`src/rtl/apb_requester.sv`:
```
// APB requester: turns a valid/ready command stream into APB SETUP/ACCESS transfers
// and returns read data, slave error and timeout status on a valid/ready response port.
module apb_requester #(
  parameter int ADDR_W  = 32,
  parameter int DATA_W  = 32,
  parameter int TIMEOUT = 16
) (
  input  logic              pclk,
  input  logic              presetn,
  input  logic              cmd_valid,
  output logic              cmd_ready,
  input  logic              cmd_write,
  input  logic [ADDR_W-1:0] cmd_addr,
  input  logic [DATA_W-1:0] cmd_wdata,
  output logic              rsp_valid,
  input  logic              rsp_ready,
  output logic [DATA_W-1:0] rsp_rdata,
  output logic              rsp_slverr,
  output logic              rsp_timeout,
  output logic [ADDR_W-1:0] paddr,
  output logic              pselx,
  output logic              penable,
  output logic              pwrite,
  output logic [DATA_W-1:0] pwdata,
  input  logic [DATA_W-1:0] prdata,
  input  logic              pready,
  input  logic              pslverr
);

  // state  | meaning
  // IDLE   | no transfer; pselx=penable=0, accepts a command when the response slot is free
  // SETUP  | first APB cycle; pselx=1, penable=0
  // ACCESS | pselx=penable=1 until pready or wait-state timeout
  typedef enum logic [1:0] {IDLE, SETUP, ACCESS} state_t;

  localparam int CW = (TIMEOUT > 0) ? $clog2(TIMEOUT + 1) : 1;
  localparam bit TO_EN = (TIMEOUT > 0);
  localparam logic [CW-1:0] CNT_LAST = (TIMEOUT > 0) ? CW'(TIMEOUT - 1) : '0;
  localparam logic [CW-1:0] CNT_MAX  = '1;

  state_t        state;
  logic [CW-1:0] wait_cnt;

  assign cmd_ready = (state == IDLE) && (!rsp_valid || rsp_ready);

  always_ff @(posedge pclk) begin
    if (!presetn) begin
      state       <= IDLE;
      wait_cnt    <= '0;
      paddr       <= '0;
      pselx       <= 1'b0;
      penable     <= 1'b0;
      pwrite      <= 1'b0;
      pwdata      <= '0;
      rsp_valid   <= 1'b0;
      rsp_rdata   <= '0;
      rsp_slverr  <= 1'b0;
      rsp_timeout <= 1'b0;
    end else begin
      // consumption first so a same-cycle completion below wins and keeps rsp_valid high
      if (rsp_valid && rsp_ready) rsp_valid <= 1'b0;

      case (state)
        IDLE: begin
          if (cmd_valid && cmd_ready) begin
            paddr    <= cmd_addr;
            pwrite   <= cmd_write;
            pwdata   <= cmd_wdata;
            pselx    <= 1'b1;
            penable  <= 1'b0;
            wait_cnt <= '0;
            state    <= SETUP;
          end
        end
        SETUP: begin
          penable <= 1'b1;
          state   <= ACCESS;
        end
        ACCESS: begin
          if (pready) begin
            rsp_valid   <= 1'b1;
            rsp_slverr  <= pslverr;
            rsp_timeout <= 1'b0;
            rsp_rdata   <= pwrite ? '0 : prdata;
            pselx       <= 1'b0;
            penable     <= 1'b0;
            state       <= IDLE;
          end else if (TO_EN && (wait_cnt == CNT_LAST)) begin
            rsp_valid   <= 1'b1;
            rsp_slverr  <= 1'b1;
            rsp_timeout <= 1'b1;
            rsp_rdata   <= '0;
            pselx       <= 1'b0;
            penable     <= 1'b0;
            state       <= IDLE;
          end else if (wait_cnt != CNT_MAX) begin
            wait_cnt <= wait_cnt + 1'b1;
          end
        end
        default: begin
          pselx   <= 1'b0;
          penable <= 1'b0;
          state   <= IDLE;
        end
      endcase
    end
  end

endmodule

```
`config.mk`:
```
export PLATFORM = sky130hd
export DESIGN_NAME = apb_requester
export DESIGN_NICKNAME = d
export VERILOG_FILES = /design/src/rtl/apb_requester.sv
export SDC_FILE = /design/constraint.sdc
export NUM_CORES = 1
export LEC_CHECK = 0
export BUFFER_PORTS_ARGS = -buffer_cell sky130_fd_sc_hd__buf_2
export CORE_UTILIZATION = 30
export DETAILED_ROUTE_END_ITERATION = 6
export PLACE_DENSITY_LB_ADDON = 0.15
export SLEW_MARGIN = 40
export SYNTH_ARGS = -nofsm -noshare
export SYNTH_HDL_FRONTEND = slang
export SYNTH_SLANG_ARGS = --single-unit
```
`constraint.sdc`:
```
create_clock -name pclk -period 4.9 [get_ports pclk]
set_clock_uncertainty 0.2 [all_clocks]
set_input_delay 0.735 -clock pclk [delete_from_list [all_inputs] [get_ports pclk]]
set_output_delay 0.735 -clock pclk [all_outputs]
set_load 0.01 [all_outputs]
```
==> out/metrics.yaml <==
status:
  outcome: "complete, no violations"
timing:
  worst_pin_slew_ps: 714.2
  setup-tns-final_ps: 0
  drv_slew: 0
  finalSetupViolCount: 0
  post-route-period-util: 0.4907
  fmax_mhz: 415.9
  hold_viol_final: 0
  rsz0062_at_grt: "false"
  maxSlewHeadroom: 0.5239
  period_minus_slack_ps: 2405
  fin_ws_ps: 2495
place:
  gp_congestion: 0.6922
  numPortBuffers: 205
  dpl_worst_slack_ps: 2288
  dp.final_hpwl_mm: 7.495
clock_network:
  cts_tree: "built"
  clock-sinks: 109
  hold_buffers: 0
  cts_buffers: 9
  cts_resized: 0
  clock-root-buffer: "clkbuf_16"
  cts_buffer_depth: 2
  post-cts-setup-buffers: 0
  clk_latency_ps: 350
  cts_htree_levels: 3
  path_clk_slew_ps: 70
finish:
  nNetsFinal: 785
  fill_cells: 1356
  diodes: 0
  drive_above_1_share: 0.3450
  area_delta_synth_final_pct: 35.82
synthesis:
  synth_top_area_share: 0.5503
  synth_cells: 492
  postSynthAreaPerCell_um2: 8.059
  synthSimpleGateAreaFrac: 0.2446
  ys_seq_area_frac: 0.5503
  syn-num-nets: 598
  synthTopCellsByArea: "dfxtp_1, nand2_1, a21oi_1"
  async_reset_ff_frac: 0
  yosysWarnings: 0
  synth_mux_area_frac: 0.002524
  synth.cell_area_um2: 3965
  synth_top_family_by_area: "simple AND/OR/NAND/NOR gates"
  synth_largest_area_cell: "dfxtp_1"
  synth_xor_area_frac: 0
  synth_seq_cells: 109
  synth_edf_count: 0
  synth_cell_types: 34
  synth_compound_area_frac: 0.1439
  synthAdderAreaFrac: 0.009467
  synth_ff_type: "dfxtp_1"
global_route:
  overflow: 0
  grt_pass1_vias: 3651
  grt_use_total: 0.1584
  grt_pass1_wl_mm: 16.86
  grt_max_degree: 72
  antenna_found_initial: 0
worst_hold_path:
  hold_path.class: "register to register"
  hold_start: "rsp_rdata[8]"
  holdPathEnd: "rsp_rdata[8]"
  holdPathStages: 2
setup_path:
  max_stage_delay_ps: 380
  critPathLaunchType: "input port"
  r2r_start: "wait_cnt[0]"
  cp_max_fo: 5
  reg2reg_depth: 7
  cp_common_cell: "buf_2"
  r2r_end: "wait_cnt[3]"
  crit_chain: "buf_2 > nor2b_1 > nor3_1 > buf_2"
  slowest_stage: "nor2b_1"
  reg2reg_slack_ps: 2570
  worstSetupPathType: "input port to primary output"
  required_ps: 3960
  worstPathArrival_ps: 1470
  cp-end-kind: "primary output"
pwr:
  clockPowerShare: 0.370
  p_sw_uw: 477.9
  p_int_mw: 1.394
  power.leakage_nw: 2.468
  switching_share: 0.2553
  p_comb_frac: 0.123
  ir_drop_v: 0.0001454
  p_seq_frac: 0.507
  power.density_nw_per_um2: 347.6
routing:
  drt-total-wl_mm: 11.01
  drt_iter0_markers: 213
  viasPerCell: 4.612
  wl_per_cell_um: 12.86
  ant_nets: 0
  vias: 3948
  drt_pass1_iterations: 5
  drc: 0
floorplan:
  core_um2: 12770
  rows: 41
  die_w_um: 117.0
  fp.dieH_um: 117.0
  initial_core_util: 0.3104
  floorplan.die_area_um2: 13680
  pin_count: 206
run:
  drv_cap: 0
-- layer usage --
layer	vias up	GRT usage	part of all wire
met5	-	0	0
met4	0	0.07342	0.017
met3	14	0.05664	0.096
met2	153	0.2667	0.45
met1	1783	0.1798	0.44
li1	1998	-	-
-- worst max path at each step --
stage	startpoint	end	slack [ps]	depth (start not counted)
3_5_place_dp	rsp_ready	wait_cnt[3]	2290	6
5_1_grt	rsp_ready	cmd_ready	2400	4
4_1_cts	rsp_ready	cmd_ready	2490	4
2_1_floorplan	rsp_ready	pwdata[20]	2820	7
6_report	rsp_ready	cmd_ready	2500	4
3_3_place_gp	rsp_ready	paddr[1]	2100	6
-- per-stage QoR --
step / utilization / cells / hold WS (ps) / total power, mW / area (um2)
2_1_floorplan: - / 492 / 255.4 / 1.094 / 3965
3_3_place_gp: 0.3983 / 838 / 236.6 / 1.196 / 5087
3_5_place_dp: 0.3997 / 840 / 243.2 / 1.203 / 5106
4_1_cts: 0.4216 / 856 / 254.4 / 1.910 / 5385
5_1_grt: 0.4216 / 856 / 267.1 / 1.970 / 5385
6_report: 0.4216 / 856 / 248.6 / 1.872 / 5385
-- synth_stat cells (2+ instances only) --
| library cell | n |
|---|---|
| nand3_1 | 36 |
| nor2_1 | 10 |
| buf_6 | 3 |
| nand2_1 | 166 |
| nor2b_1 | 3 |
| a21oi_1 | 102 |
| clkbuf_1 | 17 |
| dfxtp_1 | 109 |
| nor3_1 | 2 |
| buf_2 | 18 |
| ha_1 | 3 |
-- critical path: cells and delay by family --
kind,cells,cell delay [ps]
buf+inv,2,250
simple gates,2,480
-- registers in the layout, indices dropped and copies added (netlist names) --
name and flops:
pwdata 32, pwrite 1, rsp_valid 1, rsp_rdata 32, paddr 32, wait_cnt 5, rsp_slverr 1, state 2
rsp_timeout 1, penable 1, pselx 1
-- power groups by stage --
stage | combinational (mW) | clock [mW] | sequential [mW]
after CTS | 0.235 | 0.727 | 0.948
after detailed placement | 0.235 | 0 | 0.969
final | 0.230 | 0.693 | 0.948
after floorplan | 0.109 | 0 | 0.985
after global placement | 0.228 | 0 | 0.967
after global routing | 0.260 | 0.756 | 0.953
-- area by class of cell --
| class | count | area, um2 | share of cell area |
|---|---|---|---|
| Clock inverter | 3 | 18.77 | 0.003485 |
| Tap cell | 172 | 215.2 | 0.03996 |
| Multi-Input combinational cell | 343 | 1603 | 0.2976 |
| Timing Repair Buffer | 214 | 1094 | 0.2031 |
| Clock buffer | 13 | 260.3 | 0.04833 |
| Sequential cell | 109 | 2182 | 0.4052 |
| Inverter | 2 | 12.51 | 0.002323 |
-- cells in the final DEF, fill, tap and decap left out, types with 2 or more instances in the layout --
master / count
nor2b_1: 2
nor2_1: 10
a21oi_1: 102
clkbuf_16: 9
clkbuf_1: 2
nand2_1: 166
ha_1: 3
buf_4: 9
nor3_1: 2
buf_2: 205
clkinv_2: 2
nand3_1: 36
dfxtp_1: 109
clkbuf_8: 2
-- cell families after synthesis --
logic type	count (synthesis)
and+or+nand+nor	229
AOI/OAI and AO/OA	110
DFF	109
buffers and inverters	40
adders and majority gates	3
muxes	1
Power figures use the tool's default switching activity.
